File: config.mk
export PLATFORM = sky130hd
export DESIGN_NAME = csr_trap_unit
export DESIGN_NICKNAME = d
export VERILOG_FILES = /design/src/rtl/csr_trap_unit.sv
export SDC_FILE = /design/constraint.sdc
export NUM_CORES = 1
export LEC_CHECK = 0
export CELL_PAD_IN_SITES_DETAIL_PLACEMENT = 0
export CELL_PAD_IN_SITES_GLOBAL_PLACEMENT = 1
export CORE_UTILIZATION = 45
export DETAILED_ROUTE_END_ITERATION = 16
export HOLD_SLACK_MARGIN = 0.03
export PLACE_DENSITY_LB_ADDON = 0.12
export SYNTH_ARGS = -nofsm -noshare
export SYNTH_HDL_FRONTEND = slang
export SYNTH_SLANG_ARGS = --single-unit
File: constraint.sdc
create_clock -name i_clk -period 11.2 [get_ports i_clk]
set_input_delay 1.68 -clock i_clk [delete_from_list [all_inputs] [get_ports i_clk]]
set_output_delay 1.68 -clock i_clk [all_outputs]
set_load 0.03 [all_outputs]
File: src/rtl/csr_trap_unit.sv
// ============================================================================
// Module  : csr_trap_unit
// Machine-mode CSR file, 64-bit cycle/instret counters and trap/MRET sequencer.
// Rev     : 1.0
// ============================================================================
`default_nettype none

module csr_trap_unit #(
    parameter logic [31:0] MTVEC_RESET = 32'h0000_0000,
    parameter logic [31:0] MHARTID     = 32'h0000_0000,
    parameter logic [31:0] MISA        = 32'h4000_0100
) (
    input  logic        i_clk,
    input  logic        i_rst,
    input  logic        i_valid,
    input  logic [2:0]  i_sysop,
    input  logic [1:0]  i_csr_access,
    input  logic        i_illegal,
    input  logic [31:0] i_inst,
    input  logic [31:0] i_rs1_data,
    input  logic [31:0] i_pc,
    input  logic        i_retire,
    output logic [31:0] o_rdata,
    output logic        o_redirect,
    output logic [31:0] o_redirect_pc,
    output logic        o_csr_illegal
);

    localparam logic [2:0] c_SYSOP_NOP  = 3'd0;
    localparam logic [2:0] c_SYSOP_RW   = 3'd1;
    localparam logic [2:0] c_SYSOP_RS   = 3'd2;
    localparam logic [2:0] c_SYSOP_RC   = 3'd3;
    localparam logic [2:0] c_SYSOP_EC   = 3'd4;
    localparam logic [2:0] c_SYSOP_EB   = 3'd5;
    localparam logic [2:0] c_SYSOP_MRET = 3'd6;

    localparam logic [11:0] c_MSTATUS   = 12'h300;
    localparam logic [11:0] c_MISA      = 12'h301;
    localparam logic [11:0] c_MTVEC     = 12'h305;
    localparam logic [11:0] c_MSCRATCH  = 12'h340;
    localparam logic [11:0] c_MEPC      = 12'h341;
    localparam logic [11:0] c_MCAUSE    = 12'h342;
    localparam logic [11:0] c_MTVAL     = 12'h343;
    localparam logic [11:0] c_MCYCLE    = 12'hB00;
    localparam logic [11:0] c_MINSTRET  = 12'hB02;
    localparam logic [11:0] c_MCYCLEH   = 12'hB80;
    localparam logic [11:0] c_MINSTRETH = 12'hB82;
    localparam logic [11:0] c_CYCLE     = 12'hC00;
    localparam logic [11:0] c_INSTRET   = 12'hC02;
    localparam logic [11:0] c_CYCLEH    = 12'hC80;
    localparam logic [11:0] c_INSTRETH  = 12'hC82;
    localparam logic [11:0] c_MHARTID   = 12'hF14;

    localparam logic [31:0] c_CAUSE_ILLEGAL = 32'd2;
    localparam logic [31:0] c_CAUSE_BREAK   = 32'd3;
    localparam logic [31:0] c_CAUSE_ECALL   = 32'd11;

    logic        r_mie;
    logic        r_mpie;
    logic [31:0] r_mtvec;
    logic [31:0] r_mscratch;
    logic [31:0] r_mepc;
    logic [31:0] r_mcause;
    logic [31:0] r_mtval;
    logic [63:0] r_mcycle;
    logic [63:0] r_minstret;

    logic [11:0] w_addr;
    logic [31:0] w_src;
    logic [31:0] w_old;
    logic        w_impl;
    logic [31:0] w_new;
    logic        w_csr_ill;
    logic        w_ill;
    logic        w_ecall;
    logic        w_ebreak;
    logic        w_trap;
    logic        w_mret;
    logic        w_wen;
    logic [31:0] w_cause;
    logic [31:0] w_tval;

    assign w_addr = i_inst[31:20];
    assign w_src  = i_inst[14] ? {27'd0, i_inst[19:15]} : i_rs1_data;

    always_comb begin
        w_old  = 32'd0;
        w_impl = 1'b1;
        case (w_addr)
            c_MSTATUS:               w_old = {19'd0, 2'b11, 3'd0, r_mpie, 3'd0, r_mie, 3'd0};
            c_MISA:                  w_old = MISA;
            c_MTVEC:                 w_old = r_mtvec;
            c_MSCRATCH:              w_old = r_mscratch;
            c_MEPC:                  w_old = r_mepc;
            c_MCAUSE:                w_old = r_mcause;
            c_MTVAL:                 w_old = r_mtval;
            c_MCYCLE,   c_CYCLE:     w_old = r_mcycle[31:0];
            c_MCYCLEH,  c_CYCLEH:    w_old = r_mcycle[63:32];
            c_MINSTRET, c_INSTRET:   w_old = r_minstret[31:0];
            c_MINSTRETH, c_INSTRETH: w_old = r_minstret[63:32];
            c_MHARTID:               w_old = MHARTID;
            default:                 w_impl = 1'b0;
        endcase
    end

    always_comb begin
        case (i_sysop)
            c_SYSOP_RS: w_new = w_old | w_src;
            c_SYSOP_RC: w_new = w_old & ~w_src;
            default:    w_new = w_src;
        endcase
    end

    // Addresses with [11:10]==2'b11 are the read-only CSR space.
    assign w_csr_ill = i_valid && (i_csr_access != 2'b00) &&
                       (!w_impl || (i_csr_access[0] && (w_addr[11:10] == 2'b11)));
    assign w_ill     = i_valid && (i_illegal || w_csr_ill);
    assign w_ecall   = i_valid && (i_sysop == c_SYSOP_EC);
    assign w_ebreak  = i_valid && (i_sysop == c_SYSOP_EB);
    assign w_trap    = w_ill || w_ecall || w_ebreak;
    assign w_mret    = i_valid && (i_sysop == c_SYSOP_MRET) && !w_trap;
    assign w_wen     = i_valid && i_csr_access[0] && !w_trap;

    always_comb begin
        if (w_ill) begin
            w_cause = c_CAUSE_ILLEGAL;
            w_tval  = i_inst;
        end else if (w_ecall) begin
            w_cause = c_CAUSE_ECALL;
            w_tval  = 32'd0;
        end else begin
            w_cause = c_CAUSE_BREAK;
            w_tval  = i_pc;
        end
    end

    assign o_rdata       = (i_valid && i_csr_access[1]) ? w_old : 32'd0;
    assign o_redirect    = w_trap || w_mret;
    assign o_redirect_pc = w_trap ? r_mtvec : (w_mret ? r_mepc : 32'd0);
    assign o_csr_illegal = w_csr_ill;

    always_ff @(posedge i_clk or posedge i_rst) begin
        if (i_rst) begin
            r_mie      <= 1'b0;
            r_mpie     <= 1'b0;
            r_mtvec    <= {MTVEC_RESET[31:2], 2'b00};
            r_mscratch <= 32'd0;
            r_mepc     <= 32'd0;
            r_mcause   <= 32'd0;
            r_mtval    <= 32'd0;
            r_mcycle   <= 64'd0;
            r_minstret <= 64'd0;
        end else begin
            if (w_trap) begin
                r_mepc   <= {i_pc[31:2], 2'b00};
                r_mcause <= w_cause;
                r_mtval  <= w_tval;
                r_mpie   <= r_mie;
                r_mie    <= 1'b0;
            end else if (w_mret) begin
                r_mie  <= r_mpie;
                r_mpie <= 1'b1;
            end else if (w_wen) begin
                case (w_addr)
                    c_MSTATUS: begin
                        r_mie  <= w_new[3];
                        r_mpie <= w_new[7];
                    end
                    c_MTVEC:    r_mtvec    <= {w_new[31:2], 2'b00};
                    c_MSCRATCH: r_mscratch <= w_new;
                    c_MEPC:     r_mepc     <= {w_new[31:2], 2'b00};
                    c_MCAUSE:   r_mcause   <= w_new;
                    c_MTVAL:    r_mtval    <= w_new;
                    default: ;
                endcase
            end

            // A software write to either half replaces that cycle's increment entirely.
            if (w_wen && (w_addr == c_MCYCLE)) begin
                r_mcycle[31:0] <= w_new;
            end else if (w_wen && (w_addr == c_MCYCLEH)) begin
                r_mcycle[63:32] <= w_new;
            end else begin
                r_mcycle <= r_mcycle + 64'd1;
            end

            if (w_wen && (w_addr == c_MINSTRET)) begin
                r_minstret[31:0] <= w_new;
            end else if (w_wen && (w_addr == c_MINSTRETH)) begin
                r_minstret[63:32] <= w_new;
            end else if (i_retire && !w_trap) begin
                r_minstret <= r_minstret + 64'd1;
            end
        end
    end

endmodule

`default_nettype wire
# == After elaboration in Yosys (flattened, before gate mapping) ==
# Cells that the tools add are included.
# Widths: inputs -> output; s select.
# op_classes
addsub,2
n_mul,0
div_mod_pow,0
n_lt_le_gt_ge,0
eq_ne,25
shifts,0
n_mux,38
bitwise,6
n_reduce_logical,45
# ops
cell,n
$mux 32,24
$pmux 32 s11,1
$add 64x1->64 const B,2
$eq 12x12->1 const B,9
$eq 12x10->1 const B,7
$mux 64,1
$pmux 32 s2,1
$and 32x32->32,1
$not 32->32,1
$or 32x32->32,1
$logic_and 1x1->1,16
$reduce_or 16->1,1
$reduce_bool 2->1,7
$eq 3x3->1 const B,3
$mux 1,9
$reduce_and 3->1,3
$mux 4,2
$reduce_and 4->1,2
$reduce_or 2->1,4
$eq 3x2->1 const B,2
$ne 2x2->1 const B,3
$reduce_and 2->1,3
$reduce_bool 3->1,2
$logic_or 1x1->1,5
other kinds (3),6
# word_totals
register_bits,288
latchBits,0
mem_bits_rw,0
rom_bits,0
out_inout_bits,66
wordCells,127
memories,0

# == Longest topological paths before layout ==
# depth
depth_word,15
depth_mapped,13
depth_no_buf,8

# == Least setup slack after synthesis ==
# No wires, ideal clock.
# synth_path
path_type,input-to-output
from,input port i_inst[21]
to,output port o_redirect_pc[10]
arrival_time_ns,3.983
setup_slack_ns,5.537
cell_stages,10
n_path_buf,4
path_cell_list,buf_2 or4_4 o22ai_1 a32oi_1 and3_1 buf_6 buf_6 a21oi_1 clkbuf_1 a22o_1
# synth_via
elab_chain_len,14
# synth_rtl
item,line,text
start: declaration,19,"input logic [31:0] i_inst,"
$eq 12x12->1 / $eq 12x10->1 (equally long branches),89,case (w_addr)
$reduce_or 16->1 (no source line) (*),n/a,
$mux 1 (*),89,
$logic_not 1->1 (*),116,(!w_impl || (i_csr_access[0] && (w_addr[11:10] == 2'b11)));
$logic_or 1x1->1 (*),116,
$logic_and 1x1->1 (*),115,assign w_csr_ill = i_valid && (i_csr_access != 2'b00) &&
$logic_or 1x1->1 (*),117,assign w_ill = i_valid && (i_illegal || w_csr_ill);
$logic_and 1x1->1 (*),117,
$logic_or 1x1->1 (*) (2 in series),120,assign w_trap = w_ill || w_ecall || w_ebreak;
$logic_not 1->1,121,assign w_mret = i_valid && (i_sysop == c_SYSOP_MRET) && !w_trap;
$logic_and 1x1->1,121,
$mux 32,139,assign o_redirect_pc = w_trap ? r_mtvec : (w_mret ? r_mepc : 32'd0);
$mux 32 (*),139,
end: declaration,25,"output logic [31:0] o_redirect_pc,"
# Every way passes the cells marked *; elsewhere a longest branch is shown, timed or not.

# == Final worst setup path ==
# layout_path
from,input port i_inst[31]
to,output port o_redirect_pc[20]
# layout_via
elab_chain_len,14
# layout_rtl
item,line
$eq 12x12->1 / $eq 12x10->1 (equally long branches),89
$reduce_or 16->1 (no source line),n/a
$mux 1,89
$logic_not 1->1,116
$logic_or 1x1->1 (*),116
$logic_and 1x1->1 (*),115
$logic_or 1x1->1 (*),117
$logic_and 1x1->1 (*),117
$logic_or 1x1->1 (*) (2 in series),120
$logic_not 1->1,121
$logic_and 1x1->1,121
$mux 32,139
$mux 32 (*),139
# Marked as above.

==> reports/summary.log <==
qor: placement.detailedPlacementHpwl 67.4 mm
qor: setup_path.start_kind input pin
qor: detailed_routing.ant_nets 0
qor: logic_synthesis.synth_seq_cells 286
qor: global_routing.antenna_found_initial 6
qor: detailed_routing.totalWireLength 94.5 mm
qor: clocking.cts.reportedPaths.clkPinSlew 0.05 ns
qor: global_routing.grt_pass1_wl 137 mm
qor: global_routing.first_global_vias 19411
qor: die.initial_core_util 45.6%
qor: run_status.outcome finished clean
qor: placement.globalplace.congestion 0.985
qor: sta.rsz0062_at_grt false
qor: logic_synthesis.syn_inst 2255
qor: die.chipHeight 208 um
qor: logic_synthesis.syn_avg_cell_area 8.48 um^2
qor: min_path.worstHoldPathType register to register
qor: die.std_cell_rows 75
qor: job.max_cap_violations 0
qor: pwr.comb_power_share 16.2%
qor: sta.tightest_slew 1.32 ns
qor: pwr.power_frac_clock 40.0%
qor: detailed_routing.routed_wire_length_per_instance 32.4 um
qor: setup_path.worstPathCellList clkdlybuf4s50_1 > and4bb_2 > nor2_1 > o21ai_0 > and3_1 > o21ai_4 > buf_4 > a22o_1 > clkdlybuf4s50_1
qor: sta.final-hold-violation-count 0
qor: pwr.power_density 122 mW/mm^2
qor: layout.layout-area-overhead-vs-synth 17.6%
qor: setup_path.endpoint_kind output port
qor: logic_synthesis.synth_largest_type_area_fraction 37.4%
qor: setup_path.path_class input pin to output port
qor: logic_synthesis.synth_warnings 0
qor: clocking.cts_inserted_buffers 35
qor: sta.setup-violations-final 0
qor: sta.worst_slew_margin_rel 11.4%
qor: pwr.p_leak 8.67 nW
qor: logic_synthesis.synth_flop_cell sky130_fd_sc_hd__dfrtp_1
qor: detailed_routing.detail_route.iter0.violations 2594
qor: global_routing.pin_count_of_the_biggest_net_entering_global_routing 94
qor: detailed_routing.vias 20627
qor: layout.finalCoreUtilization 53.6%
qor: pwr.power.share.switching 31.4%
qor: sta.max_freq 121 MHz
qor: sta.layout_min_cycle_time 8.23 ns
qor: clocking.cts.hold.buffers_added 0
qor: logic_synthesis.syn-cell-area 0.0191 mm^2
qor: setup_path.critical_path_peak_fanout 42
qor: setup_path.critical_path.slowest_cell sky130_fd_sc_hd__clkdlybuf4s50_1
qor: detailed_routing.remaining_drcs 0
qor: setup_path.critical_path_required 9.52 ns
qor: pwr.report.power.total 2.75 mW
qor: sta.setup_tns 0 ns
qor: logic_synthesis.edff_count_synth 0
qor: clocking.cts_resized 0
qor: pwr.cell_internal_pwr 1.89 mW
qor: layout.finish.instance_area 0.0225 mm^2
qor: setup_path.cp_slowest_stage_delay 0.79 ns
qor: clocking.cts.sink_count 286
qor: sta.hold-worst-slack 0.480 ns
qor: detailed_routing.vias_per_cell 7.07
qor: pwr.worst_ir_drop_vdd 96.7 uV
qor: sta.clock_skew 0.0324 ns
qor: clocking.clk_root_buffer_cell sky130_fd_sc_hd__clkbuf_16
qor: logic_synthesis.post-synth-top-count-cell sky130_fd_sc_hd__nand2_1
qor: setup_path.timing.critical_path.arrival 6.55 ns
qor: placement.buffer_ports.inserted 169
qor: clocking.cts-root-to-sink-buffers 3
qor: global_routing.globalRoute.totalOverflow 0
qor: die.fp.coreArea 0.0419 mm^2
qor: clocking.cts_post_setup_buffers_inserted 0
qor: placement.placedInstanceArea 0.0214 mm^2
qor: setup_path.cpMostUsedCell sky130_fd_sc_hd__clkdlybuf4s50_1
qor: clocking.worst_skew_pair.late_latency 0.57 ns
qor: logic_synthesis.post_synth_num_cell_types 100
qor: die.design.die.area 0.0433 mm^2
qor: pwr.power.sequential.fraction 43.8%
qor: die.io_pins 172
qor: logic_synthesis.ys_top_cells_by_count sky130_fd_sc_hd__nand2_1 (311), sky130_fd_sc_hd__dfrtp_1 (286), sky130_fd_sc_hd__o21ai_0 (184), sky130_fd_sc_hd__nor2_1 (171), sky130_fd_sc_hd__clkbuf_1 (109)
qor: layout.drive_above_1_share 9.98%
qor: clocking.cts_tree done
qor: logic_synthesis.asyncSetResetFlopFracSynth 100%
qor: global_routing.globalRouteTotalUtil 43.5%
qor: layout.final.fill_count 3971
qor: logic_synthesis.yosysTopAreaCell sky130_fd_sc_hd__dfrtp_1
qor: logic_synthesis.largest_cells_by_area_after_synthesis sky130_fd_sc_hd__dfrtp_1 (37%), sky130_fd_sc_hd__nand2_1 (6.1%), sky130_fd_sc_hd__o21ai_0 (4.8%)
qor: die.die_x 208 um
qor: sta.fin_crit_sh 73.5%
qor: detailed_routing.firstDrtPassIters 6
qor: clocking.h-tree-depth 2
qor: pwr.p_sw 0.865 mW
qor: sta.timing.final.max_slew_violations 0
qor: layout.fin_nets 2460
qor: logic_synthesis.ys_seq_area_share 37.4%
stage by stage:
step                setup WS, ns  std cells
floorplan                   1.63       2256
global placement            3.23       2854
detailed placement          3.08       2854
CTS                         3.06       2913
global route                2.81       2915
finish                      2.97       2919
final cells by class:
class | instances | area [um^2] | area share, %
multi-input cells | 1761 | 11300 | 50.1
flip-flops and latches | 286 | 7160 | 31.8
repair buffers | 235 | 2170 | 9.67
clock buffers | 49 | 1000 | 4.44
well taps | 539 | 674 | 3.00
inverters | 33 | 131 | 0.584
clock inverters | 10 | 70.1 | 0.312
diodes | 6 | 15.0 | 0.0668
power by group through the flow:
stage	logic, mW	clock network [mW]	registers [mW]
after floorplan	0.258	0	1.18
after global placement	0.429	0	1.22
after detailed placement	0.434	0	1.22
after CTS	0.436	1.11	1.20
after global routing	0.472	1.15	1.21
final	0.446	1.10	1.21
state kept, by name, indices dropped and copies added (netlist names):
register and cells:
r_mcause 32, r_mcycle 64, r_mepc 30, r_mie 1, r_minstret 64, r_mpie 1, r_mscratch 32, r_mtval 32
r_mtvec 30
critical path: cells and delay by family:
kind	cells	cell delay (ns)
buf+inv	3	2.06
compound gates	3	1.22
simple gates	3	1.49
per-layer routing:
layer	vias up	track usage, %	routed length [um]
li1	8790	-	-
met1	10153	58.6	37800
met2	1410	63.1	40200
met3	270	10.8	10500
met4	4	25.9	6020
met5	-	0	25
cells in the final DEF, fill, tap and decap left out, types with 23 or more instances in the layout:
| master | count |
|---|---|
| sky130_fd_sc_hd__nand2_1 | 311 |
| sky130_fd_sc_hd__dfrtp_1 | 286 |
| sky130_fd_sc_hd__o21ai_0 | 183 |
| sky130_fd_sc_hd__nor2_1 | 168 |
| sky130_fd_sc_hd__clkdlybuf4s50_1 | 166 |
| sky130_fd_sc_hd__a21oi_1 | 91 |
| sky130_fd_sc_hd__nand3_1 | 84 |
| sky130_fd_sc_hd__a31oi_1 | 73 |
| sky130_fd_sc_hd__mux2i_1 | 67 |
| sky130_fd_sc_hd__buf_4 | 67 |
| sky130_fd_sc_hd__and3_1 | 52 |
| sky130_fd_sc_hd__o211ai_1 | 47 |
| sky130_fd_sc_hd__nand4_1 | 45 |
| sky130_fd_sc_hd__nor3_1 | 43 |
| sky130_fd_sc_hd__a22oi_1 | 42 |
| sky130_fd_sc_hd__a22o_1 | 37 |
| sky130_fd_sc_hd__clkbuf_16 | 36 |
| sky130_fd_sc_hd__mux2_2 | 34 |
| sky130_fd_sc_hd__inv_1 | 31 |
| sky130_fd_sc_hd__and2_1 | 26 |
| sky130_fd_sc_hd__a211oi_1 | 24 |
| sky130_fd_sc_hd__o22ai_1 | 23 |
| sky130_fd_sc_hd__o311ai_0 | 23 |
cell families after synthesis:
family	count (synthesis)	share of synthesized area, %
AO/OA/AOI/OAI	729	26.7
AND/OR/NAND/NOR	898	23.5
XOR/XNOR	19	0.870
other	1	0.0196
adder cells (fa/ha/maj)	2	0.131
buffers and inverters	209	4.66
multiplexers	111	6.69
flip-flops	286	37.4
worst paths after layout:
kind / endpoint / from / cells past startpoint / slack, ns
min in group asynchronous: r_mepc[9]$_DFFE_PP0P_ / i_rst / 2 / 1.59
max in group asynchronous: r_mcycle[44]$_DFFE_PP0N_ / i_rst / 4 / 7.42
hold / removal: r_mscratch[29]$_DFFE_PP0P_ / r_mscratch[29]$_DFFE_PP0P_ / 2 / 0.48
hold reg to reg: r_mscratch[29]$_DFFE_PP0P_ / r_mscratch[29]$_DFFE_PP0P_ / 2 / 0.48
setup reg to reg: r_mcycle[56]$_DFFE_PP0N_ / r_mcycle[12]$_DFFE_PP0P_ / 7 / 7.18
setup / recovery: o_redirect_pc[20] / i_inst[31] / 9 / 2.97
Power figures use the tool's default switching activity.
